### src/rtl/tcp_axi4_master.sv
// tcp_axi4_master: converts TCP-side read/write commands into AXI4 INCR bursts.
// A command is split into bursts no longer than MAX_BURST beats that never
// cross a 4 KB page. One burst is outstanding at a time. W and R data pass
// straight through with no added latency. One aggregated response (the
// highest AXI resp code seen) is returned per command.
module tcp_axi4_master #(
    parameter int DATA_WIDTH = 128,
    parameter int ADDR_WIDTH = 32,
    parameter int MAX_BURST  = 16
) (
    input  logic                    clk,
    input  logic                    reset,
    // TCP command
    input  logic                    tcpBus_cmd_valid,
    output logic                    tcpBus_cmd_ready,
    input  logic                    tcpBus_cmd_write,
    input  logic [ADDR_WIDTH-1:0]   tcpBus_cmd_addr,
    input  logic [31:0]             tcpBus_cmd_size,
    // TCP write data
    input  logic                    tcpBus_wdata_valid,
    output logic                    tcpBus_wdata_ready,
    input  logic [DATA_WIDTH-1:0]   tcpBus_wdata_payload_fragment,
    input  logic                    tcpBus_wdata_payload_last,
    // TCP read data
    output logic                    tcpBus_rdata_valid,
    input  logic                    tcpBus_rdata_ready,
    output logic [DATA_WIDTH-1:0]   tcpBus_rdata_payload_fragment,
    output logic                    tcpBus_rdata_payload_last,
    // TCP response
    output logic                    tcpBus_rsp_valid,
    input  logic                    tcpBus_rsp_ready,
    output logic [1:0]              tcpBus_rsp_payload,
    // AXI write address
    output logic                    masterAxi_aw_valid,
    input  logic                    masterAxi_aw_ready,
    output logic [ADDR_WIDTH-1:0]   masterAxi_aw_addr,
    output logic [7:0]              masterAxi_aw_len,
    output logic [2:0]              masterAxi_aw_size,
    output logic [1:0]              masterAxi_aw_burst,
    // AXI write data
    output logic                    masterAxi_w_valid,
    input  logic                    masterAxi_w_ready,
    output logic [DATA_WIDTH-1:0]   masterAxi_w_data,
    output logic [DATA_WIDTH/8-1:0] masterAxi_w_strb,
    output logic                    masterAxi_w_last,
    // AXI write response
    input  logic                    masterAxi_b_valid,
    output logic                    masterAxi_b_ready,
    input  logic [1:0]              masterAxi_b_resp,
    // AXI read address
    output logic                    masterAxi_ar_valid,
    input  logic                    masterAxi_ar_ready,
    output logic [ADDR_WIDTH-1:0]   masterAxi_ar_addr,
    output logic [7:0]              masterAxi_ar_len,
    output logic [2:0]              masterAxi_ar_size,
    output logic [1:0]              masterAxi_ar_burst,
    // AXI read data
    input  logic                    masterAxi_r_valid,
    output logic                    masterAxi_r_ready,
    input  logic [DATA_WIDTH-1:0]   masterAxi_r_data,
    input  logic [1:0]              masterAxi_r_resp,
    input  logic                    masterAxi_r_last
);

    localparam int BYTES = DATA_WIDTH / 8;
    localparam int LOG2B = $clog2(BYTES);

    typedef enum logic [2:0] {
        IDLE, WR_ADDR, WR_DATA, WR_RESP, RD_ADDR, RD_DATA, RESP
    } state_t;

    state_t                  state_q, state_d;
    logic [ADDR_WIDTH-1:0]   addr_q, addr_d;
    logic [31:0]             remaining_q, remaining_d;
    logic [8:0]              n_q, n_d;
    logic [7:0]              len_q, len_d;
    logic [2:0]              size_q, size_d;
    logic [8:0]              beat_cnt_q, beat_cnt_d;
    logic [1:0]              resp_q, resp_d;

    logic [ADDR_WIDTH-1:0]   next_addr;
    logic [31:0]             next_rem;
    logic                    last_beat;
    logic                    unused_wdata_last;

    // Beats in the next burst: limited by what is left, MAX_BURST and the 4 KB page.
    function automatic logic [8:0] calc_beats(input logic [11:0] page_off, input logic [31:0] rem);
        logic [31:0] room;
        logic [31:0] lim;
        room = (32'd4096 - {20'd0, page_off}) >> LOG2B;
        lim  = rem;
        if (lim > 32'(MAX_BURST)) lim = 32'(MAX_BURST);
        if (lim > room) lim = room;
        return 9'(lim);
    endfunction

    // Higher AXI resp code wins (OKAY < EXOKAY < SLVERR < DECERR).
    function automatic logic [1:0] resp_max(input logic [1:0] a, input logic [1:0] b);
        return (b > a) ? b : a;
    endfunction

    assign next_addr         = addr_q + (ADDR_WIDTH'(n_q) << LOG2B);
    assign next_rem          = remaining_q - 32'(n_q);
    assign last_beat         = (beat_cnt_q == n_q - 9'd1);
    assign unused_wdata_last = tcpBus_wdata_payload_last;

    // Next-state and datapath-register computation for the command sequencer.
    always_comb begin
        state_d     = state_q;
        addr_d      = addr_q;
        remaining_d = remaining_q;
        n_d         = n_q;
        len_d       = len_q;
        size_d      = size_q;
        beat_cnt_d  = beat_cnt_q;
        resp_d      = resp_q;
        case (state_q)
            IDLE: begin
                if (tcpBus_cmd_valid && tcpBus_cmd_ready) begin
                    addr_d      = tcpBus_cmd_addr & ~ADDR_WIDTH'(BYTES - 1);
                    remaining_d = tcpBus_cmd_size >> LOG2B;
                    resp_d      = 2'b00;
                    size_d      = 3'(LOG2B);
                    if (remaining_d == 32'd0) begin
                        state_d = RESP;
                    end else begin
                        n_d     = calc_beats(addr_d[11:0], remaining_d);
                        len_d   = 8'(n_d - 9'd1);
                        state_d = tcpBus_cmd_write ? WR_ADDR : RD_ADDR;
                    end
                end
            end
            WR_ADDR: begin
                if (masterAxi_aw_ready) begin
                    beat_cnt_d = 9'd0;
                    state_d    = WR_DATA;
                end
            end
            WR_DATA: begin
                if (tcpBus_wdata_valid && masterAxi_w_ready) begin
                    if (last_beat) state_d = WR_RESP;
                    else           beat_cnt_d = beat_cnt_q + 9'd1;
                end
            end
            WR_RESP: begin
                if (masterAxi_b_valid) begin
                    resp_d      = resp_max(resp_q, masterAxi_b_resp);
                    addr_d      = next_addr;
                    remaining_d = next_rem;
                    if (next_rem != 32'd0) begin
                        n_d     = calc_beats(next_addr[11:0], next_rem);
                        len_d   = 8'(n_d - 9'd1);
                        state_d = WR_ADDR;
                    end else begin
                        state_d = RESP;
                    end
                end
            end
            RD_ADDR: begin
                if (masterAxi_ar_ready) state_d = RD_DATA;
            end
            RD_DATA: begin
                if (masterAxi_r_valid && tcpBus_rdata_ready) begin
                    resp_d = resp_max(resp_q, masterAxi_r_resp);
                    if (masterAxi_r_last) begin
                        addr_d      = next_addr;
                        remaining_d = next_rem;
                        if (next_rem != 32'd0) begin
                            n_d     = calc_beats(next_addr[11:0], next_rem);
                            len_d   = 8'(n_d - 9'd1);
                            state_d = RD_ADDR;
                        end else begin
                            state_d = RESP;
                        end
                    end
                end
            end
            RESP: begin
                if (tcpBus_rsp_ready) state_d = IDLE;
            end
            default: state_d = IDLE;
        endcase
    end

    // State and burst registers; reset abandons any in-flight AXI transaction.
    always_ff @(posedge clk) begin
        if (reset) begin
            state_q     <= IDLE;
            addr_q      <= '0;
            remaining_q <= '0;
            n_q         <= '0;
            len_q       <= '0;
            size_q      <= '0;
            beat_cnt_q  <= '0;
            resp_q      <= '0;
        end else begin
            state_q     <= state_d;
            addr_q      <= addr_d;
            remaining_q <= remaining_d;
            n_q         <= n_d;
            len_q       <= len_d;
            size_q      <= size_d;
            beat_cnt_q  <= beat_cnt_d;
            resp_q      <= resp_d;
        end
    end

    // cmd_ready is held low while reset is asserted so it only rises once reset is released.
    assign tcpBus_cmd_ready   = (state_q == IDLE) && !reset;

    assign masterAxi_aw_valid = (state_q == WR_ADDR);
    assign masterAxi_aw_addr  = addr_q;
    assign masterAxi_aw_len   = len_q;
    assign masterAxi_aw_size  = size_q;
    assign masterAxi_aw_burst = 2'b01;

    assign masterAxi_w_valid  = (state_q == WR_DATA) && tcpBus_wdata_valid;
    assign tcpBus_wdata_ready = (state_q == WR_DATA) && masterAxi_w_ready;
    assign masterAxi_w_data   = tcpBus_wdata_payload_fragment;
    assign masterAxi_w_strb   = '1;
    assign masterAxi_w_last   = (state_q == WR_DATA) && last_beat;

    assign masterAxi_b_ready  = (state_q == WR_RESP);

    assign masterAxi_ar_valid = (state_q == RD_ADDR);
    assign masterAxi_ar_addr  = addr_q;
    assign masterAxi_ar_len   = len_q;
    assign masterAxi_ar_size  = size_q;
    assign masterAxi_ar_burst = 2'b01;

    assign tcpBus_rdata_valid            = (state_q == RD_DATA) && masterAxi_r_valid;
    assign masterAxi_r_ready             = (state_q == RD_DATA) && tcpBus_rdata_ready;
    assign tcpBus_rdata_payload_fragment = masterAxi_r_data;
    assign tcpBus_rdata_payload_last     = (state_q == RD_DATA) && masterAxi_r_last &&
                                           (remaining_q == 32'(n_q));

    assign tcpBus_rsp_valid   = (state_q == RESP);
    assign tcpBus_rsp_payload = resp_q;

endmodule

### config.mk
export PLATFORM = sky130hd
export DESIGN_NAME = tcp_axi4_master
export DESIGN_NICKNAME = d
export VERILOG_FILES = /design/src/rtl/tcp_axi4_master.sv
export SDC_FILE = /design/constraint.sdc
export NUM_CORES = 1
export LEC_CHECK = 0
export ABC_AREA = 1
export BUFFER_PORTS_ARGS = -buffer_cell sky130_fd_sc_hd__clkbuf_2
export CORE_AREA = 2 2 275 277
export DETAILED_ROUTE_END_ITERATION = 10
export DIE_AREA = 0 0 277 279
export PLACE_DENSITY = 0.44
export SYNTH_ARGS = -nofsm -noshare
export SYNTH_HDL_FRONTEND = slang
export SYNTH_SLANG_ARGS = --single-unit
### constraint.sdc
create_clock -name clk -period 7.02 [get_ports clk]
set_input_delay 0.351 -clock clk [delete_from_list [all_inputs] [get_ports clk]]
set_output_delay 0.351 -clock clk [all_outputs]
set_load 0.1 [all_outputs]
# Word-level counts from Yosys, hierarchy flattened
# Cells that the tools add are included.
[word_totals]
elab_cells = 144
reg_bits = 96
out_inout_bits = 375
[classes]
magnitude_cmp = 7
n_reduce_logical = 23
eq_ne = 23
add_sub_neg = 9
muxes = 74
[ops]
columns = ["operator", "count"]
rows = [
  ["32-bit 2-to-1 mux", 18],
  ["9-bit 2-to-1 mux", 23],
  ["32-bit case mux with 3 select lines", 2],
  ["32-bit by 28-bit greater-than comparator with 1-bit output", 3],
  ["8-bit 2-to-1 mux", 7],
  ["3-bit 2-to-1 mux", 12],
  ["32-bit by 13-bit adder with 32-bit output", 1],
  ["32-bit by 9-bit == test with 1-bit output", 1],
  ["32-bit by 5-bit greater-than comparator with 1-bit output, second input constant", 1],
  ["32-bit logical NOT", 1],
  ["32-bit nonzero test", 1],
  ["32-bit by 9-bit subtractor with 32-bit output", 1],
  ["28-bit by 5-bit greater-than comparator with 1-bit output, second input constant", 1],
  ["28-bit 2-to-1 mux", 1],
  ["13-bit by 12-bit subtractor with 14-bit output, first input constant", 2],
  ["9-bit case mux with 3 select lines", 1],
  ["8-bit case mux with 3 select lines", 1],
  ["8-bit by 1-bit subtractor with 8-bit output, second input constant", 3],
  ["3-bit case mux with 7 select lines", 1],
  ["2-bit != test, second input constant", 10],
  ["9-bit case mux with 2 select lines", 1],
  ["2-bit 2-to-1 mux", 6],
  ["1-bit logical AND", 11],
  ["2-bit by 1-bit != test with 1-bit output, second input constant", 5],
  ["18 further kinds", 22],
]

# Depth between registers and ports, before layout
# Gate-level depths: netlist of the first run.
[depth]
ltp_word = 18
depth_mapped = 40

# Worst setup path before layout of the first run
# Ideal clock, no wire load.
[synth_path]
kind = "reg-to-reg"
from = "reg addr_q[4], in the netlist masterAxi_ar_addr[4]"
to = "reg len_q[6], in the netlist masterAxi_ar_len[6]"
slack_ns = 2.471
synth_period_minus_slack_ns = 4.549
stages_incl_launch_ff = 31
t_arrival_ns = 4.434
required_time_ns = 6.905
path_cell_list = "dfxtp_1 ha_1 fa_1 or2_2 nand2_1 nand2_1 nor2_1 nand2_1 nor2_1 nand3_1 xor2_1 inv_1 ha_1 nand2_1 nor2_1 nand2_1 o211ai_1 a21o_1 nand2_1 inv_1 nor2_1 inv_1 nor2_1 nor2_1 ha_1 inv_1 nor2_1 nand2_1 nand2_1 a21boi_1 nor2_1"
[synth_via]
elab_chain_cells = 13
elab_cells_between_ends = 21
cone_classes = "4 x add/sub; 2 x order compare; 15 x mux"
[synth_rtl]
columns = ["item", "line", "source"]
rows = [
  ["start, declared", "73", "logic [ADDR_WIDTH-1:0] addr_q, addr_d;"],
  ["start signal, assigned", "198", "addr_q <= addr_d;"],
  ["32-bit by 13-bit adder with 32-bit output *", "102", "assign next_addr = addr_q + (ADDR_WIDTH'(n_q) << LOG2B);"],
  ["13-bit by 12-bit subtractor with 14-bit output *", "90", "room = (32'd4096 - {20'd0, page_off}) >> LOG2B;"],
  ["32-bit by 28-bit greater-than comparator with 1-bit output", "93", "if (lim > room) lim = room;"],
  ["9-bit 2-to-1 mux", "93", ""],
  ["9-bit 2-to-1 mux", "168", "if (next_rem != 32'd0) begin"],
  ["9-bit 2-to-1 mux", "165", "if (masterAxi_r_last) begin"],
  ["9-bit 2-to-1 mux", "163", "if (masterAxi_r_valid && tcpBus_rdata_ready) begin"],
  ["9-bit 2-to-1 mux", "117", "case (state_q)"],
  ["8-bit by 1-bit subtractor with 8-bit output", "170", "len_d = 8'(n_d - 9'd1);"],
  ["8-bit 2-to-1 mux", "168", ""],
  ["8-bit 2-to-1 mux", "165", ""],
  ["8-bit 2-to-1 mux", "163", ""],
  ["8-bit case mux with 3 select lines *", "117", ""],
  ["end signal, assigned", "201", "len_q <= len_d;"],
  ["end, declared", "76", "logic [7:0] len_q, len_d;"],
]
# Mark *: on every way between the ends. The rest lies on a longest branch, timed or not. The select of a mux whose other input is x is not followed.
# A chain may end at the register's enable or synchronous reset.

# Worst setup path after layout of the first run
[layout_path]
from = "reg n_q[7]"
to = "reg len_q[6], in the netlist masterAxi_ar_len[6]"
[layout_via]
elab_chain_cells = 18
elab_cells_between_ends = 34
cone_classes = "5 x add/sub; 3 x order compare; 2 x eq/ne; 22 x mux; 2 x reduce/logical"
[layout_rtl]
columns = ["item", "line", "source"]
rows = [
  ["start, declared", "75", "logic [8:0] n_q, n_d;"],
  ["start signal, assigned", "200", "n_q <= n_d;"],
  ["32-bit by 9-bit subtractor with 32-bit output", "103", "assign next_rem = remaining_q - 32'(n_q);"],
  ["32-bit by 5-bit greater-than comparator with 1-bit output", "92", "if (lim > 32'(MAX_BURST)) lim = 32'(MAX_BURST);"],
  ["32-bit 2-to-1 mux", "92", ""],
  ["32-bit 2-to-1 mux", "150, 168", ""],
  ["32-bit 2-to-1 mux", "165", ""],
  ["32-bit 2-to-1 mux", "163", ""],
  ["32-bit 2-to-1 mux", "117", ""],
  ["32-bit by 28-bit greater-than comparator with 1-bit output", "93", ""],
  ["(+2 left out)", "n/a", ""],
  ["9-bit 2-to-1 mux", "165", ""],
  ["9-bit 2-to-1 mux", "163", ""],
  ["9-bit 2-to-1 mux", "117", ""],
  ["8-bit by 1-bit subtractor with 8-bit output", "170", ""],
  ["8-bit 2-to-1 mux", "168", ""],
  ["8-bit 2-to-1 mux", "165", ""],
  ["8-bit 2-to-1 mux", "163", ""],
  ["8-bit case mux with 3 select lines", "117", ""],
]
# Several ways; a longest one is shown, not always the timed one. The select of a mux whose other input is x is not followed.

==> summary by stage, run 1 <==
Timing
The final count of negative-setup-slack endpoints is 0. In this run the tightest slew margin relative to its limit is around 50%. The time the worst path needs with I/O delays and setup is between 5000 and 6000 ps. The slew at the pin closest to its max-slew limit is roughly 750 ps.

Setup repair after global routing left no endpoint under its margin. The count of pins over their slew limit is 0. The final hold violation count is 0. The final sum of negative setup slack is 0 ps. Based on the critical path, the design can be clocked at up to 0.183 GHz. Dividing the final minimum period by the clock period gives between 70% and 80%. The clock arrives with ~14 ps of skew.

Worst setup path
STA classifies the critical path endpoint as a flip-flop. The critical path runs through a total of 35 cells. The kind of cell adding the most delay to the critical path is simple AND/OR/NAND/NOR gates. At the worst endpoint, the required time is approximately 7300 ps. Among the stages of the critical path, the cell type that occurs most often is nand2_1. The startpoint identified for the worst register-to-register timing path is n_q[7]$_SDFFE_PP0P_.

The sort of element at the start of the critical path is a flip-flop. The largest stage delay on the critical path is 450 ps. The library cell contributing the largest single delay on the critical path is dfxtp_1. The worst path buffer plus inverter count is 4. The capture point of the worst reg-to-reg path is masterAxi_ar_len[6]$_SDFFE_PP0P_.

Of all nets on the critical path, the largest fanout is 9. For the worst flop-to-flop path, the logic depth is 35. Across all register-to-register paths, the minimum setup slack is between 1500 and 2000 ps. The critical path starts at n_q[7]$_SDFFE_PP0P_. The most critical setup path has its endpoint at masterAxi_ar_len[6]$_SDFFE_PP0P_. At the worst endpoint, the arrival time is between 5000 and 6000 ps. By startpoint and endpoint, the worst setup path is classified as flip-flop to flip-flop.

Cells and area
After filler insertion, the fill cell instance count of the layout stands at roughly 8,700. The final non-filler cell area is 0.0106 sq mm. The net count of the finished layout is between 1,500 and 2,000. The area growth from synthesis to layout is -0.224%. The number of antenna diodes in the final layout is 0. The share of cells above drive strength 1 is 15.0%.

Clocking
The clock tree from TritonCTS is built. After clock tree synthesis, the setup repair step added 0 buffers. The quantity of hold-fixing buffers added after cts is 0. After clock tree synthesis, the clock-pin slew on the worst setup and hold paths is about 80 ps. The largest buffer count on any clock path is 2. The count of H-tree levels built during CTS is 3.

Clock latency on the worst-skew pair, taken at its later pin, is a little under 400 ps. Clock tree synthesis inserted a total of 9 buffers. The post-cts gate resize count is 0. The cell sitting at the root of the clock tree is a clkbuf_16.

The tree built by TritonCTS fans out to 92 sinks.

Placed design
The area after detailed placement is ~0.010 sq mm. The half-perimeter wire length after placement is ~33,000 um. Input and output buffers added on the ports amount to 159. The final weighted congestion in routability-driven placement is approximately 0.84.

Synthesis
In this run the biggest area consumer among cell types represents between 20% and 30% of the synthesized area. The post-synthesis sequential element count is 92. The number of enable flip-flop cells after synthesis is 0. The async set-reset flop share out of synthesis is 0%. In the synthesized netlist, the number of instances is between 1,500 and 2,000. The leading register cell type out of synthesis is dfxtp_1. The synthesized area divided by synthesized cell count is around 6.3 sq um. The area of the mapped netlist is 0.0106 sq mm.

Yosys mapped the design onto 51 distinct sky130hd cell types. Sequential cells were found to cover approximately 17% of the synthesized design area. By area the synthesized netlist is led by buf_4 23%, dfxtp_1 17%, nand2_1 12%, inv_1 6.3%, nor2_1 5.8%. The synthesized design spends more area on one cell type than any other, namely buf_4. For this run, the number of Yosys warnings is 0.

Global routing
Entering global routing, the biggest net connects between 60 and 70 pins. The first-pass GRT wire length is slightly above 60,000 um. Global routing used approximately a tenth of the available tracks. The via count of the first global-routing pass is 9,149.

Global routing finished with a remaining overflow of 0. The number of antenna violations at the first check in global routing is 3.

Pwr
In this run, the clock network consumes about a tenth of the power. The leakage power of the design is 0.00476 uW. The maximum VDD drop is ~0.00032 V.

In this run the power spent charging and discharging nets is 4200 uW. Overall power consumption after layout is estimated at between 6000 and 7000 uW. The share of power burned in combinational logic is roughly three quarters.

The switching power as a share of total power is 65.5%. Sequential cells burn around 15% of the power. The internal cell power is around 2200 uW. Dividing total power by cell area gives a power density of around 600 mW/mm^2.

Worst hold path
The min-delay analysis places its worst path in the category input port to flip-flop. The cell depth of the worst hold path is 3.

Die
The floorplan step set the die width to approximately 280 um. The floorplan has 100 rows. The die covers 0.0773 sq mm. During I/O placement, the number of pins put on the boundary was approximately 710. The die height is around 280 um. The region available for standard cell placement spans about 0.074 sq mm. The initial utilization of the core area, before any placement, comes to ~14%.

Routing
The detail route stage leaves a number of antenna-violating nets equal to 0. The first routing iteration left about 600 violations. Detailed routing inserted a total of between 9,000 and 10,000 vias.

Dividing the detail-routed wire length by the instance count gives around 17 um. After detailed routing, the number of vias per cell comes to ~3.9. The routed wire length is around 41,000 um.

The first-pass iteration count of the detailed router is 5. The remaining routing DRC violations is 0.

Run
Across the run, the number of max-cap violations was 0.

Run status
The flow ran to the end, and the final reports show no timing, DRC or antenna violations.
==> synthesized netlist by cell type, types with 2 or more instances <==
library cell,number
a211oi_1,7
a21o_1,2
a21oi_1,97
a221oi_1,21
a31oi_1,13
and2_1,4
and3_1,2
buf_2,9
buf_4,326
clkbuf_1,30
conb_1,2
dfxtp_1,92
fa_1,2
ha_1,46
inv_1,179
inv_2,7
nand2_1,334
nand2_2,8
nand3_1,82
nand3_2,2
nand3b_1,2
nand4_1,38
nand4_2,2
nor2_1,163
nor2_2,13
nor2_4,5
nor3_1,26
nor3b_1,6
nor4_1,6
o211ai_1,18
o21ai_0,71
o21ai_1,2
or2_2,6
xnor2_1,13
xor2_1,27
==> layout make-up <==
type                            instances  area (sq um)  share of cell area (%)
Clock buffer                           10           239                    2.26
Clock inverter                          6           135                    1.28
Inverter                              187           702                    6.63
Multi-Input combinational cell       1071          5610                    52.9
Sequential cell                        92          1840                    17.4
Tap cell                              969          1210                    11.4
Timing Repair Buffer                  167           856                    8.08
==> layer usage <==
layer / routed length, um / share of wire [%] / vias to the layer above / track usage [%]
li1: - / - / 4779 / -
met1: 18800 / 45 / 4333 / 13.4
met2: 17200 / 42 / 430 / 15.0
met3: 3960 / 9.5 / 113 / 4.54
met4: 1330 / 3.2 / 10 / 4.47
met5: 119 / 0.29 / - / 0.813
==> worst min-delay path by stage <==
stage	startpoint	endpoint	slack (ps)
2_1_floorplan	remaining_q[5]$_SDFFE_PP0P_	remaining_q[5]$_SDFFE_PP0P_	450
3_3_place_gp	masterAxi_ar_size[2]$_SDFFE_PP0P_	masterAxi_ar_size[2]$_SDFFE_PP0P_	460
3_5_place_dp	remaining_q[8]$_SDFFE_PP0P_	remaining_q[8]$_SDFFE_PP0P_	470
4_1_cts	tcpBus_cmd_valid	masterAxi_ar_size[2]$_SDFFE_PP0P_	180
5_1_grt	tcpBus_cmd_valid	masterAxi_ar_size[2]$_SDFFE_PP0P_	210
6_report	tcpBus_cmd_valid	masterAxi_ar_size[2]$_SDFFE_PP0P_	210
==> layout by cell type, fill, tap and decap left out, types with 40 or more instances in the layout <==
cell        n
nand2_1   334
o21ai_0    71
nor2_1    163
ha_1       46
dfxtp_1    92
clkbuf_2  159
nand3_1    82
conb_1     40
a21oi_1    97
inv_1     179
==> power by group through the flow <==
stage	logic, uW	clock network [uW]	registers, uW
after detailed placement	4780	0	994
final	4770	666	974
after CTS	4800	690	984
after global placement	4790	0	996
after global routing	5240	707	1020
after floorplan	4010	0	1490
==> state kept, by name, indices dropped and copies added (netlist names) <==
register,count
tcpBus_rsp_payload,2
masterAxi_ar_size,1
state_q,3
masterAxi_ar_len,8
beat_cnt_q,9
masterAxi_ar_addr,28
remaining_q,32
n_q,9
==> logic make-up after synthesis <==
family | Yosys count | share of synthesized area (%)
compound gates | 242 | 13.3
other cells | 2 | 0.0707
buf+inv | 554 | 31.3
flops | 92 | 17.4
xor+xnor | 40 | 3.30
fa+ha+maj | 48 | 5.80
simple gates | 701 | 28.9
==> stage by stage <==
step	hold WS, ps	instances	util, %	setup WS [ps]
after floorplan	450	1717	-	2470
after global placement	465	2486	13.8	1620
after detailed placement	465	2486	13.8	1610
after CTS	178	2502	14.3	1570
after global routing	210	2502	14.3	1060
final	207	2502	14.3	1570
==> worst reg2reg max path, delay by kind of cell, from the launching register on <==
kind | cells | cell delay [ps]
and+or+nand+nor | 21 | 2640
buffers and inverters | 4 | 450
DFF | 1 | 450
adders and majority gates | 3 | 790
AOI/OAI and AO/OA | 7 | 1020
Power figures use the tool's default switching activity.
==> inputs of run 2 (changes only) <==
- CORE_AREA: 2 2 275 277 -> 2 2 276 278
- DIE_AREA: 0 0 277 279 -> 0 0 278 280
- PLACE_DENSITY: 0.44 -> 0.45
- clock period: 7.02 -> 4.7 ns (I/O delays scaled with it)
==> run 2 against run 1 <==
Effect of this change:
- routed wire length grew 4.9%
- cell count grew 5.9%
- clock power rose by 49%
- critical path depth decreased by 6
- count of clock-buffer cells in the layout grew 2
- maximum frequency increased by 24%
- combinational power rose by 88%
- largest cell class unchanged
==> summary by stage, run 2 (same netlist as run 1, synthesis figures left out) <==
Run status
The flow ran to the end, and the final reports show no timing, DRC or antenna violations.

Clocking
In this run the clock root is driven by a clkbuf_16. The count of H-tree levels built during CTS is 3 (unchanged). The clock latency of the later-clocked register in the worst-skew pair is 400 ps (about the same). The number of buffers added by the clock tree synthesis step is 9 (unchanged).

The number of sinks driven by the clock tree was 92 (unchanged). The largest buffer count on any clock path is 2 (unchanged). TritonCTS built the clock tree. The clock-pin transition on the worst setup and hold timing paths was 80 ps (about the same).

Timing
The slew at the pin closest to its max-slew limit is 869 ps (+119 ps). The worst clock skew on the final layout is 16.8 ps (+3.17 ps). The worst-case setup margin in the final layout is 295 ps (-1270 ps). The final hold violation count was 0 (unchanged). The final count of negative-setup-slack endpoints was 0 (unchanged). The maximum clock rate is 0.227 GHz (+24%).

The count of pins over their slew limit is 0 (unchanged). The time the worst path needs with I/O delays and setup was 4400 ps (-1050 ps). The final worst-path cycle share came to 93.7% (+16 points).

The final sum of negative setup slack was 0 ps (unchanged). Setup repair after global routing could not meet its margin everywhere. The headroom to the max-slew limit came to 42.1% (-7.9 points).

Die
The die outline area is 0.0778 sq mm (+0.72%). The number of cell rows is 101 (+1.0%). The I/O pin count was 713 (unchanged).

The die span in x is 278 um (+0.36%). The area of the core is 0.0752 sq mm (+1.5%). The initial cell density of the core was 14.1% (-0.21 points).

The die height is 280 um (+0.36%).

Worst setup path
The worst setup path is launched from a flip-flop. Tracing the worst setup path back leads to its startpoint at n_q[0]$_SDFFE_PP0P_. The number of cells on the worst reg-to-reg path is 29 (-17%).

The library cell contributing the largest single delay on the critical path is fa_1. The critical path required time is 4990 ps (-2310 ps). The category of the worst setup path capture point is a flip-flop. Following the worst setup path forward leads to its endpoint at masterAxi_ar_len[7]$_SDFFE_PP0P_. The worst path arrival time is 4700 ps (-1030 ps). The largest stage delay on the critical path is 390 ps (-60 ps). In this run the critical register-to-register path is launched from n_q[0]$_SDFFE_PP0P_. The slack of the worst reg-to-reg path was 300 ps (-1270 ps). The capture point of the worst reg-to-reg path is masterAxi_ar_len[7]$_SDFFE_PP0P_. The most numerous cell type found on the critical path is nand2_1. The category of the most critical setup path is flip-flop to flip-flop. The maximum fanout count along the critical path is 4 (-5).

Placed design
The area after detailed placement is 0.0112 sq mm (+9.3%). The placement-stage worst setup slack was -65.4 ps (-1680 ps). The final weighted congestion in routability-driven placement is 0.854 (+1.7%).

The number of I/O port buffers is 159 (unchanged). The half-perimeter wire length after placement came to 34,600 um (+4.2%).

Global routing
The number of antenna violations at the first check in global routing is 4 (+1). The pin count of the biggest net entering global routing is 64 (+3.2%). The global router's overall resource usage is 10.7% (+0.25 points). The first-pass GRT wire length was 61,900 um (+2.6%). The via count of the first global-routing pass is 9,463 (+3.4%). The global-route congestion overflow total is 0 (unchanged).

Routing
The remaining routing DRC violations came to 0 (unchanged). The number of routed nets with antenna violations is 0 (unchanged). The via count normalized by instance count is 3.84 (-0.49%). The number of vias in the routed layout is 10,200 (+5.4%). The routed wire length was 43,500 um (+4.9%). The first-iteration detailed-routing DRC count is 630 (+5.2%). The first-pass iteration count of the detailed router is 5 (unchanged). The average wire length per cell after detail routing is 16.4 um (-0.91%).

Pwr
The maximum VDD drop is 0.000464 V (+43%). The ratio of total power to cell area was 939 mW/mm^2 (+55%). The leakage power of the design was 0.00552 uW (+16%). The total power draw is 11,400 uW (+78%).

Cells and area
The number of flip-flops under the largest register name is 32 (unchanged). From synthesis to final layout, the design area changed by 14.4%. The final non-filler cell area is 0.0121 sq mm (+15%). The antenna diode count was 0 (unchanged). More flip-flops sit in one register than any other, and that register is remaining_q. Leaving out fill and tap cells, the most frequent cell in the layout is nand2_1.

The final design utilization is 16.2% (+1.9 points). In the layout the commonest cells are 308 x nand2_1, 164 x inv_1, 159 x clkbuf_2. The share of cells above drive strength 1 is 27.9% (+13 points). The total number of nets in the final design is 2,052 (+7.2%). The number of filler instances in the final layout is 8,652 (-1.0%).

Run
The max-cap violation count is 0 (unchanged).

Worst hold path
The cell depth of the worst hold path was 3 (unchanged). In this run the worst hold path is classified as input port to flip-flop.
run 2: changes by cell type in the layout (fill, tap and decap cells not counted), moves of 13 or more:
cell,before,now
nand3_1,82,69
inv_1,179,164
nor2_1,163,147
nand3_2,2,15
buf_4,8,140
inv_2,7,22
nand2_1,334,308
nand2_2,8,22
run 2: worst min-delay path by stage:
stage,from,endpoint,slack [ps]
2_1_floorplan,tcpBus_cmd_valid,masterAxi_ar_size[2]$_SDFFE_PP0P_,360
3_3_place_gp,remaining_q[8]$_SDFFE_PP0P_,remaining_q[8]$_SDFFE_PP0P_,460
3_5_place_dp,remaining_q[8]$_SDFFE_PP0P_,remaining_q[8]$_SDFFE_PP0P_,470
4_1_cts,masterAxi_b_resp[0],tcpBus_rsp_payload[0]$_SDFFE_PP0P_,100
5_1_grt,tcpBus_cmd_size[8],remaining_q[4]$_SDFFE_PP0P_,120
6_report,masterAxi_b_resp[0],tcpBus_rsp_payload[0]$_SDFFE_PP0P_,120
run 2: metal layers:
metal	part of all wire (%)	up-vias	GRT usage (%)
li1	-	5060	-
met1	46	4569	14.0
met2	41	432	15.2
met3	9.9	118	4.62
met4	3.0	4	4.42
met5	0.051	-	0
run 2: where the power goes:
part           internal [uW]  switching [uW]
registers               1060             377
logic                   2790            6180
clock network            590             403
run 2: critical path, delay by kind of cell, from the launching register on:
family | cells | cell delay, ps
AND/OR/NAND/NOR | 17 | 1960
XOR/XNOR | 1 | 170
buffers and inverters | 4 | 470
flip-flops | 1 | 340
adder cells (fa/ha/maj) | 3 | 880
AO/OA/AOI/OAI | 4 | 490
run 2: timing repair:
action,CTS,global route
gates resized for setup,4,131
buffers inserted,0,14
cloned,0,2
setup endpoints to repair,1,17
pin swaps,1,47
hold buffers,0,0
run 2: metrics by stage:
stage | hold slack, ps | std cells
2_1_floorplan | 357 | 1717
3_5_place_dp | 466 | 2617
3_3_place_gp | 463 | 2617
5_1_grt | 124 | 2649
6_report | 115 | 2649
4_1_cts | 98.6 | 2633
run 2: area by class of cell:
type / instances / area (sq um) / area share (%)
clock inverter: 4 / 120 / 0.989
clock buffer: 12 / 246 / 2.03
sequential: 92 / 1850 / 15.2
multi-input combinational: 1073 / 6090 / 50.2
tap: 978 / 1220 / 10.1
timing repair buffer: 303 / 1910 / 15.7
inverter: 187 / 702 / 5.78
==> inputs of run 3 (changes only) <==
- CELL_PAD_IN_SITES_DETAIL_PLACEMENT: not set -> 0
- CELL_PAD_IN_SITES_GLOBAL_PLACEMENT: not set -> 1
- CORE_AREA: 2 2 276 278 -> 2 2 280 282
- DIE_AREA: 0 0 278 280 -> 0 0 282 284
- PLACE_DENSITY: 0.45 -> 0.58
==> run 3 against run 2 <==
Effect of this change:
- largest power group unchanged
- critical path type unchanged
- count of clock-buffer cells in the layout shrank 2
- sequential power is essentially flat
- maximum frequency shrank 2.1%
- routed wire length shrank 0.19%
- flip-flop and latch count is the same
- via count grew 1.4%
- cell count grew 3.8%
- sequential share of layout area shrank 0.46 points
- critical endpoint is now masterAxi_ar_len[2]$_SDFFE_PP0P_
- highest routed layer unchanged
- register-to-register slack lost 90 ps
- global-route usage shrank 0.29 points
==> summary by stage, run 3 (same netlist as run 1, synthesis figures left out) <==
Clocking
The cell sitting at the root of the clock tree is a clkbuf_16. The number of sinks driven by the clock tree is 92 (unchanged). The clock latency of the later-clocked register in the worst-skew pair is 390 ps (about the same). The clock-pin transition on the worst setup and hold timing paths is 80 ps (about the same). The count of H-tree levels built during CTS was 3 (unchanged). The quantity of hold-fixing buffers added after cts is 0 (unchanged).

The number of buffers added by the clock tree synthesis step is 9 (unchanged). The largest buffer count on any clock path was 2 (unchanged). TritonCTS built the clock tree.

Worst setup path
STA classifies the critical path startpoint as a flip-flop. The critical path is of the flip-flop to flip-flop type. Among the stages of the critical path, the cell type that occurs most often is buf_4. The category of the worst setup path capture point is a flip-flop. The worst path arrival time was 4730 ps (+30 ps). The largest individual stage delay along the critical path comes from the cell dfxtp_1. The largest stage delay on the critical path was 340 ps (-50 ps). The number of cells on the worst reg-to-reg path came to 33 (+14%).

In this run the critical register-to-register path is launched from n_q[4]$_SDFFE_PP0P_. The critical path launch point is n_q[4]$_SDFFE_PP0P_. The slack of the worst reg-to-reg path is 200 ps (-90 ps).

The maximum fanout count along the critical path is 4 (unchanged). The critical path required time came to 4940 ps (-50 ps). In this run the critical register-to-register path is captured at masterAxi_ar_len[2]$_SDFFE_PP0P_.

Die
The die height is 284 um (+1.4%). The area of the core is 0.0770 sq mm (+2.3%). The die span in x is 282 um (+1.4%). The I/O pin count is 713 (unchanged).

The die outline area was 0.0801 sq mm (+2.9%). The initial cell density of the core is 13.8% (-0.32 points). The number of cell rows is 102 (+0.99%).

Routing
The first-pass iteration count of the detailed router came to 5 (unchanged). The routed wire length is 43,400 um (-0.19%). The average wire length per cell after detail routing came to 15.8 um (-3.9%). The via count normalized by instance count is 3.76 (-2.3%). The number of routed nets with antenna violations is 0 (unchanged).

The remaining routing DRC violations was 0 (unchanged). The number of vias in the routed layout was 10,300 (+1.4%). The first-iteration detailed-routing DRC count was 583 (-7.5%).

Cells and area
The top register by number of flip-flops is remaining_q. The library cells used most frequently in the layout, excluding fill and tap cells, are 309 x nand2_1, 177 x buf_4, 169 x inv_1. Compared with the post-synthesis result, the final layout area differs by 17.7%. The number of flip-flops under the largest register name is 32 (unchanged). The share of cells above drive strength 1 came to 29.1% (+1.1 points). The total number of nets in the final design is 2,091 (+1.9%).

The final design utilization is 16.2% (+0.078 points). The antenna diode count was 0 (unchanged). Leaving out fill and tap cells, the most frequent cell in the layout is nand2_1.

Placed design
The number of I/O port buffers is 159 (unchanged). The placement-stage worst setup slack is -63.0 ps (+2.37 ps). The final weighted congestion in routability-driven placement came to 0.840 (-1.7%).

The half-perimeter wire length after placement is 34,200 um (-1.1%).

Pwr
The leakage power of the design is 0.00565 uW (+2.2%). The switching power as a share of total power is 61.6% (+0.59 points). The maximum VDD drop was 0.000533 V (+15%). The power share of the sequential group is 12.7% (about the same). The clock power share is 7.2% (-1.5 points). The ratio of total power to cell area was 913 mW/mm^2 (-2.7%). The internal cell power is 4370 uW (-1.5%).

The share of power burned in combinational logic is 80.1% (+1.4 points). The net switching power is 7030 uW (+1.0%).

Global routing
The pin count of the biggest net entering global routing came to 67 (+4.7%). The number of antenna violations at the first check in global routing is 2 (-2). The first-pass GRT wire length came to 61,900 um (+0.13%).

The via count of the first global-routing pass came to 9,811 (+3.7%). The global-route congestion overflow total is 0 (unchanged). The global router's overall resource usage is 10.4% (-0.29 points).

Timing
The final worst-path cycle share is 95.7% (+2.0 points). Setup repair after global routing could not meet its margin everywhere. The worst-case setup margin in the final layout was 203 ps (-92.3 ps). The headroom to the max-slew limit was 43.3% (+1.2 points). The count of pins over their slew limit was 0 (unchanged). The maximum clock rate is 0.222 GHz (-2.1%). The final count of negative-setup-slack endpoints is 0 (unchanged). The time the worst path needs with I/O delays and setup is 4500 ps (+92.3 ps). The final hold violation count came to 0 (unchanged).

The worst hold slack after final layout was 76.5 ps (-38.8 ps). The worst clock skew on the final layout is 13.8 ps (-3.00 ps). The slew at the pin closest to its max-slew limit is 850 ps (-18.6 ps).

Run status
The run finished with clean final reports.

Worst hold path
The path type of the worst min-delay path is input port to flip-flop. The hold path startpoint is tcpBus_cmd_valid. The worst-case hold path end point is masterAxi_ar_size[2]$_SDFFE_PP0P_. The cell depth of the worst hold path is 3 (unchanged).

Run
The max-cap violation count is 0 (unchanged).
[run 3: worst max-delay path by stage]
stage                                       end  slack [ps]  depth (start not counted)
6_report       masterAxi_ar_len[2]$_SDFFE_PP0P_         200                         33
5_1_grt        masterAxi_ar_len[7]$_SDFFE_PP0P_         -70                         35
4_1_cts        masterAxi_ar_len[6]$_SDFFE_PP0P_          20                         37
3_5_place_dp   masterAxi_ar_len[6]$_SDFFE_PP0P_         -60                         36
3_3_place_gp   masterAxi_ar_len[6]$_SDFFE_PP0P_         -40                         37
2_1_floorplan  masterAxi_ar_len[6]$_SDFFE_PP0P_         150                         30
[run 3: power by group through the flow]
stage | logic [uW] | clock network (uW) | registers (uW)
after global placement | 8180 | 0 | 1460
after detailed placement | 8140 | 0 | 1460
after global routing | 9920 | 880 | 1500
after CTS | 8280 | 869 | 1440
final | 9140 | 819 | 1450
after floorplan | 5990 | 0 | 2230
[run 3: area by class of cell]
type / count / area, sq um
fillers: 8894 / 64500
multi-input cells: 1073 / 6130
repair buffers: 342 / 2210
flip-flops and latches: 92 / 1850
well taps: 1040 / 1300
inverters: 187 / 702
clock buffers: 10 / 229
clock inverters: 6 / 71.3
[run 3: routing by layer]
layer / wire length (um) / track usage [%] / share of wire [%] / vias to the layer above
li1: - / - / - / 5150
met1: 19800 / 13.5 / 46 / 4652
met2: 18400 / 15.1 / 42 / 391
met3: 3610 / 3.80 / 8.3 / 125
met4: 1510 / 4.72 / 3.5 / 10
met5: 137 / 1.40 / 0.32 / -
[run 3: critical path: cells and delay by family, from the launching register on]
kind	cells	cell delay (ps)
AO/OA/AOI/OAI	1	80
adder cells (fa/ha/maj)	1	310
AND/OR/NAND/NOR	14	1490
flip-flops	1	340
buffers and inverters	17	2140
[run 3: metrics by stage]
stage / power, uW / TNS [ps] / instance area [sq um] / instances
2_1_floorplan: 8220 / 0 / 10800 / 1717
3_3_place_gp: 9640 / -38.4 / 11300 / 2693
3_5_place_dp: 9590 / -72.0 / 11300 / 2693
4_1_cts: 10600 / 0 / 11900 / 2735
5_1_grt: 12300 / -289 / 12500 / 2750
6_report: 11400 / 0 / 12500 / 2750
[run 3: repair_timing]
action	4_1_cts	5_1_grt
setup endpoints to repair	3	17
buffers inserted	26	14
pin swaps	8	49
resized for setup	14	118
endpoints found under the hold margin	0	0
cloned	0	2
